--- config.mk ---
export PLATFORM = sky130hd
export DESIGN_NAME = branch_resolve
export DESIGN_NICKNAME = d
export VERILOG_FILES = /design/src/rtl/branch_resolve.sv
export SDC_FILE = /design/constraint.sdc
export NUM_CORES = 1
export LEC_CHECK = 0
export CELL_PAD_IN_SITES_DETAIL_PLACEMENT = 1
export CELL_PAD_IN_SITES_GLOBAL_PLACEMENT = 1
export CORE_ASPECT_RATIO = 1.25
export CORE_MARGIN = 3
export CORE_UTILIZATION = 44
export CTS_CLUSTER_DIAMETER = 150
export DETAILED_ROUTE_END_ITERATION = 16
export HOLD_SLACK_MARGIN = 0.1
export PLACE_DENSITY = 0.83
export SYNTH_ARGS = -nofsm -noshare
export SYNTH_HDL_FRONTEND = slang
export SYNTH_SLANG_ARGS = --single-unit
--- constraint.sdc ---
create_clock -name clk -period 3.3 [get_ports clk]
set_input_delay 0.66 -clock clk [delete_from_list [all_inputs] [get_ports clk]]
set_output_delay 0.66 -clock clk [all_outputs]
set_load 0.05 [all_outputs]
--- src/rtl/branch_resolve.sv ---
// Branch resolution unit: tracks in-flight fetch predictions in a FIFO,
// compares each against the resolved next PC, and on a mispredict issues
// a one-cycle BTB update plus a pipeline flush/redirect.
module branch_resolve #(
    parameter int DEPTH = 4
) (
    input  logic        clk,
    input  logic        rst_n,
    input  logic        push_valid,
    input  logic [15:0] push_pc,
    input  logic [15:0] push_npc_pred,
    input  logic        res_valid,
    input  logic [15:0] res_pc,
    input  logic [15:0] res_npc_actual,
    output logic        btb_we,
    output logic [15:0] btb_pc_actual,
    output logic [15:0] btb_npc_actual,
    output logic        flush,
    output logic [15:0] redirect_pc,
    output logic        full,
    output logic        empty,
    output logic [3:0]  count,
    output logic [15:0] mispredict_cnt,
    output logic        err
);

    localparam int PW = (DEPTH > 1) ? $clog2(DEPTH) : 1;

    typedef enum logic {
        RUN   = 1'b0,
        FLUSH = 1'b1
    } state_t;

    state_t          state;
    logic [15:0]     q_pc  [DEPTH];
    logic [15:0]     q_npc [DEPTH];
    logic [PW-1:0]   head_ptr;
    logic [PW-1:0]   tail_ptr;
    logic [15:0]     head_pc;
    logic [15:0]     head_npc;
    logic            pop_ok;
    logic            push_ok;
    logic            mispredict;
    logic            err_set;

    // Queue status flags and head entry view
    always_comb begin
        full     = (count == 4'(DEPTH));
        empty    = (count == '0);
        head_pc  = q_pc[head_ptr];
        head_npc = q_npc[head_ptr];
    end

    // Accept/reject decisions for this cycle's push and resolve
    always_comb begin
        pop_ok     = (state == RUN) && res_valid && !empty;
        // a pop in the same cycle frees a slot, so a full queue still accepts the push
        push_ok    = (state == RUN) && push_valid && (!full || pop_ok);
        mispredict = pop_ok && (head_npc != res_npc_actual);
        err_set    = (state == RUN) &&
                     ((push_valid && full && !pop_ok) ||
                      (res_valid && empty) ||
                      (pop_ok && (res_pc != head_pc)));
    end

    // Entry storage; contents need no reset since count gates visibility
    always_ff @(posedge clk) begin
        if (push_ok) begin
            q_pc[tail_ptr]  <= push_pc;
            q_npc[tail_ptr] <= push_npc_pred;
        end
    end

    // Control FSM, queue pointers and registered resolution outputs
    always_ff @(posedge clk or negedge rst_n) begin
        if (!rst_n) begin
            state          <= RUN;
            head_ptr       <= '0;
            tail_ptr       <= '0;
            count          <= '0;
            btb_we         <= 1'b0;
            btb_pc_actual  <= '0;
            btb_npc_actual <= '0;
            flush          <= 1'b0;
            redirect_pc    <= '0;
            mispredict_cnt <= '0;
            err            <= 1'b0;
        end else begin
            btb_we <= 1'b0;
            flush  <= 1'b0;
            if (err_set) begin
                err <= 1'b1;
            end
            case (state)
                RUN: begin
                    if (mispredict) begin
                        // flush discards everything, including a push in this same cycle
                        state          <= FLUSH;
                        head_ptr       <= '0;
                        tail_ptr       <= '0;
                        count          <= '0;
                        btb_we         <= 1'b1;
                        btb_pc_actual  <= head_pc;
                        btb_npc_actual <= res_npc_actual;
                        flush          <= 1'b1;
                        redirect_pc    <= res_npc_actual;
                        mispredict_cnt <= mispredict_cnt + 16'd1;
                    end else begin
                        if (push_ok) begin
                            tail_ptr <= tail_ptr + PW'(1);
                        end
                        if (pop_ok) begin
                            head_ptr <= head_ptr + PW'(1);
                        end
                        if (push_ok && !pop_ok) begin
                            count <= count + 4'd1;
                        end else if (pop_ok && !push_ok) begin
                            count <= count - 4'd1;
                        end
                    end
                end
                FLUSH: begin
                    state <= RUN;
                end
                default: begin
                    state <= RUN;
                end
            endcase
        end
    end

endmodule

# After elaboration in Yosys (flattened, before gate mapping)
# Memory sizes are Yosys's and may differ from the RTL's.
# Index checks and enable logic that the tools add are counted.
# word_totals
mem_bits_ro,0
regBits,59
ramBits,128
memories,2
latchBits,0
# mem_list
name,depth,word_bits,rd,rd_clocked_by_memory_dff,wr,line_no,rtl
q_npc,4,16,1,0,1,36,logic [15:0] q_npc [DEPTH];
q_pc,4,16,1,0,1,35,logic [15:0] q_pc [DEPTH];
# classes
div,0
n_reduce_logical,27
add_sub_neg,5
muxes,12
n_eq_ne,3
bitwise,1
multipliers,0
n_lt_le_gt_ge,0
shift,0
# op_table
op,n
16-bit inequality test,2
"16-bit by 1-bit adder with 16-bit output, second input constant",1
1-bit logical AND,12
4-bit 2-to-1 mux,3
2-bit 2-to-1 mux,4
2-bit AND reduction,4
"2-bit by 1-bit adder with 2-bit output, second input constant",2
"4-bit by 1-bit adder with 4-bit output, second input constant",1
"4-bit by 3-bit equality test with 1-bit output, second input constant",1
1-bit zero test,4
4-bit zero test,1
1-bit 2-to-1 mux,4
2-bit nonzero test,2
"4-bit by 1-bit subtractor with 4-bit output, second input constant",1
1-bit logical OR,3
3-bit nonzero test,1
1-bit one-hot mux with 2 select lines,1
1-bit NOT,1

# Depth between registers and ports, before layout
# logic_depth
word_depth,10
mapped_depth,10

# Least setup slack after synthesis
# No wires, ideal clock.
# synth_path
path_type,flip-flop to flip-flop
start,register count[2]
end,register count[3]
arrival_time_ns,4.229
path_slack_ns,-1.048
path_stages_with_launch,10
t_required_ns,3.181
setup_time_ns,0.119
path_cell_list,dfrtp_1 nor4b_1 a211oi_1 nand2_1 ha_1 a21o_1 a21oi_1 mux2i_1 xor2_1 nor2_1
# synth_lines
element,line_no,rtl
start: declaration,22,"output logic [3:0] count,"
start signal: assignment,116,count <= count + 4'd1;
start signal: assignment,118,count <= count - 4'd1;
4-bit by 3-bit equality test with 1-bit output (*),48,full = (count == 4'(DEPTH));
named net full,20,"output logic full,"
1-bit zero test (*),58,push_ok = (state == RUN) && push_valid && (!full || pop_ok);
1-bit logical OR (*),58,
1-bit logical AND (*),58,
1-bit zero test,117,end else if (pop_ok && !push_ok) begin
1-bit logical AND,117,
3-bit nonzero test (no source line),--,
2-bit AND reduction (no source line),--,
# The timed path passes the listed nets; every way through them passes the cells marked *. The select of a mux whose other input is x is not followed.
# A chain may end at the register's enable or synchronous reset.

# Worst setup path after layout
# layout_path
start,register head_ptr[0]
end,register redirect_pc[2]
# layout_via
elab_chain_cells,4
# layout_rtl
element,line_no,rtl
start: declaration,37,logic [PW-1:0] head_ptr;
start signal: assignment,113,head_ptr <= head_ptr + PW'(1);
memory read 4 x 16 bit,--,
16-bit inequality test,59,mispredict = pop_ok && (head_npc != res_npc_actual);
1-bit logical AND,59,
2-bit AND reduction (no source line),--,
end signal: assignment,106,redirect_pc <= res_npc_actual;
end: declaration,19,"output logic [15:0] redirect_pc,"
# Every way passes these cells.

==> impl_results.md <==
* CP endpoint kind: register
* RSZ-0062 raised after global routing: no
* PortBufs at 140
* Cells after Synth at 437
* Mean Syn Cell Area at 17.6 um^2
* Final period util at 0.876
* Type of origin of the critical path: register
* Clock net sink count at 186
* Async SR Flop Fraction at 0.312
* Initial antenna violation count at 0
* DRT antenna net count at 0
* Worst Hold Class: in -> async
* Initial drt markers at 258
* Routed WL per cell at 23.0 um
* CTS tree: built
* Syn nets at 513
* Deepest clock path buffer count at 2
* Outcome: completed
* CP arrival at 3.20 ns
* RePlAce Congestion at between 0.7 and 0.8
* I/O Pins at 141
* Reg2reg start: head_ptr[0]$_DFFE_PN0P_
* Seq/Total Area, Yosys at 0.689
* Final min period at 2.89 ns
* Synth-to-layout area growth at 29.3%
* Dominant cells by area after synthesis: edfxtp_1 (50%), dfrtp_1 (19%), mux4_2 (9.4%), mux2_2 (4.3%), xnor2_1 (3.9%)
* Least-Margin Pin Slew at ~0.77 ns
* Synth cell types at 35
* Final HPWL DP at 13.0 mm
* EDFF count, synth at ~130
* Leak at 3.50 nW
* Skew-Pair Late Insertion Delay at 0.43 ns
* Max Cap Viol at 0
* YS warnings at 0
* Die area at 0.0191 mm^2
* Final Hold Fails at 0
* Die H at between 150 and 200 um
* Grt ovf at 0
* Peak Freq at between 300 and 400 MHz
* Layout Nets at 654
* # diodes at 0
* Largest net degree at the start of global routing at 32
* Endpoints failing setup at 0
* Synthesis-stage register bit count at 186
* Cell area after layout at 0.00993 mm^2
* Core footprint at roughly 0.017 mm^2
* H-Tree Depth at 4
* Synth top cells by count: edfxtp_1 (128), dfrtp_1 (58), xnor2_1 (34)
* Worst vdd ir at 0.582 mV
* Synthesized area at ~0.0077 mm^2
* First-pass GRT wire length at 28.9 mm
* CTS Root Cell: clkbuf_16
* TritonCTS Buffers at 17
* Worst slew margin at 0.485
* Tot Pwr at just over 0.009 W
* Kind of critical path: reg -> reg
* Pwr Density at 915 mW/mm^2
* Hold buffers post-CTS at 0
* Starting Density at 0.452
* Vias in the first global route at 4985
* Worst reg2reg setup slack at 0.41 ns
* Gr usage total at 0.207
* Area leader, netlist: edfxtp_1
* Worst Setup SP: head_ptr[0]$_DFFE_PN0P_
* Wirelength, routed at between 15 and 20 mm
* Reg clk slew, reported paths at approximately 0.070 ns
* Share of post-route cells with drive strength above 1 at 0.206
* Drt pass-1 iters at 4
* Max Slew Vio Count at 0
* Critical path peak fanout at 18
* # DRC at 0
* Vias per inst at about 5.4
* Cell Rows at 53
* Most frequent cell after synthesis: edfxtp_1
* Post-place instance area at 0.00936 mm^2
* Fillers at 1602
* Post-CTS setup buffer count at 0
* Synth Flop Type: edfxtp_1
* Post-Route Setup TNS at 0 ns
* Worst EP required at 3.61 ns
* Post-cts repair resize count at 0
* Die width at 124 um
* Via count at between 4000 and 5000
* Yosys top cell area share at 0.500
* Clk_skew at 0.0104 ns
## layout by cell type, fill, tap and decap left out, types with 12 or more instances in the layout
cell type	n
clkbuf_16	17
xor2_1	16
inv_1	12
xnor2_1	34
mux4_2	32
mux2_2	29
edfxtp_1	128
clkdlybuf4s50_1	139
dfrtp_1	56
nor2_1	12
## worst max-delay path, stage by stage, from the launching register on
cell and delay, ns:
dfrtp_2 0.79, mux4_2 0.63, xnor2_1 0.16, nand4_1 0.18, nor4_4 0.40, nor2_4 0.08
buf_4 0.21, mux2_4 0.31
## area by class of cell
type | instances | area [um^2] | share of cell area
repair buffers | 155 | 1570 | 0.158
clock buffers | 17 | 425 | 0.0428
flip-flops and latches | 186 | 5300 | 0.534
clock inverters | 15 | 148 | 0.0149
multi-input cells | 206 | 2170 | 0.218
well taps | 220 | 275 | 0.0277
inverters | 12 | 45.0 | 0.00454
## cell families (layout without fill, tap and decap cells)
| family | Yosys count | after routing | share of synthesized area |
|---|---|---|---|
| xor+xnor | 50 | 50 | 0.0570 |
| fa+ha+maj | 8 | 8 | 0.0140 |
| buf+inv | 45 | 199 | 0.0352 |
| simple gates | 67 | 67 | 0.0459 |
| flops | 186 | 186 | 0.689 |
| compound gates | 13 | 13 | 0.0104 |
| mux | 68 | 68 | 0.148 |
## state kept, by name (all words and copies together) (netlist names)
signal / count
btb_pc_actual: 16
count: 4
err: 1
flush: 1
head_ptr: 2
mispredict_cnt: 16
q_npc: 64
q_pc: 64
redirect_pc: 16
tail_ptr: 2
## worst paths after layout
path / endpoint / cells past startpoint
min in group clk: mispredict_cnt[15]$_DFFE_PN0P_ / 1
setup / recovery: redirect_pc[2]$_DFFE_PN0P_ / 7
hold reg to reg: mispredict_cnt[15]$_DFFE_PN0P_ / 1
hold / removal: btb_pc_actual[13]$_DFFE_PN0P_ / 1
setup reg to reg: redirect_pc[2]$_DFFE_PN0P_ / 7
max in group asynchronous: head_ptr[1]$_DFFE_PN0P_ / 2
## stage by stage
step           hold slack, ns  utilization  cells  worst slack [ns]
3_5_place_dp            0.459        0.551    779             0.200
4_1_cts                 0.312        0.585    811             0.354
5_1_grt                 0.344        0.585    811             0.177
6_report                0.307        0.585    811             0.410
3_3_place_gp            0.460        0.551    779             0.359
2_1_floorplan           0.364            -    437             0.160
## power breakdown
group	total (W)	switching, W	internal [W]	leakage (nW)
Sequential	0.00342	0.000365	0.00305	1.86
Combinational	0.00368	0.00233	0.00135	1.37
Clock	0.00199	0.000875	0.00111	0.271
Total	0.00909	0.00357	0.00552	3.50
## routing by layer
layer  track usage  routed length, um
met5             0                  0
met4        0.0616                382
met3        0.0467                784
met2         0.380              10600
met1         0.237               6900
Power figures use the tool's default switching activity.
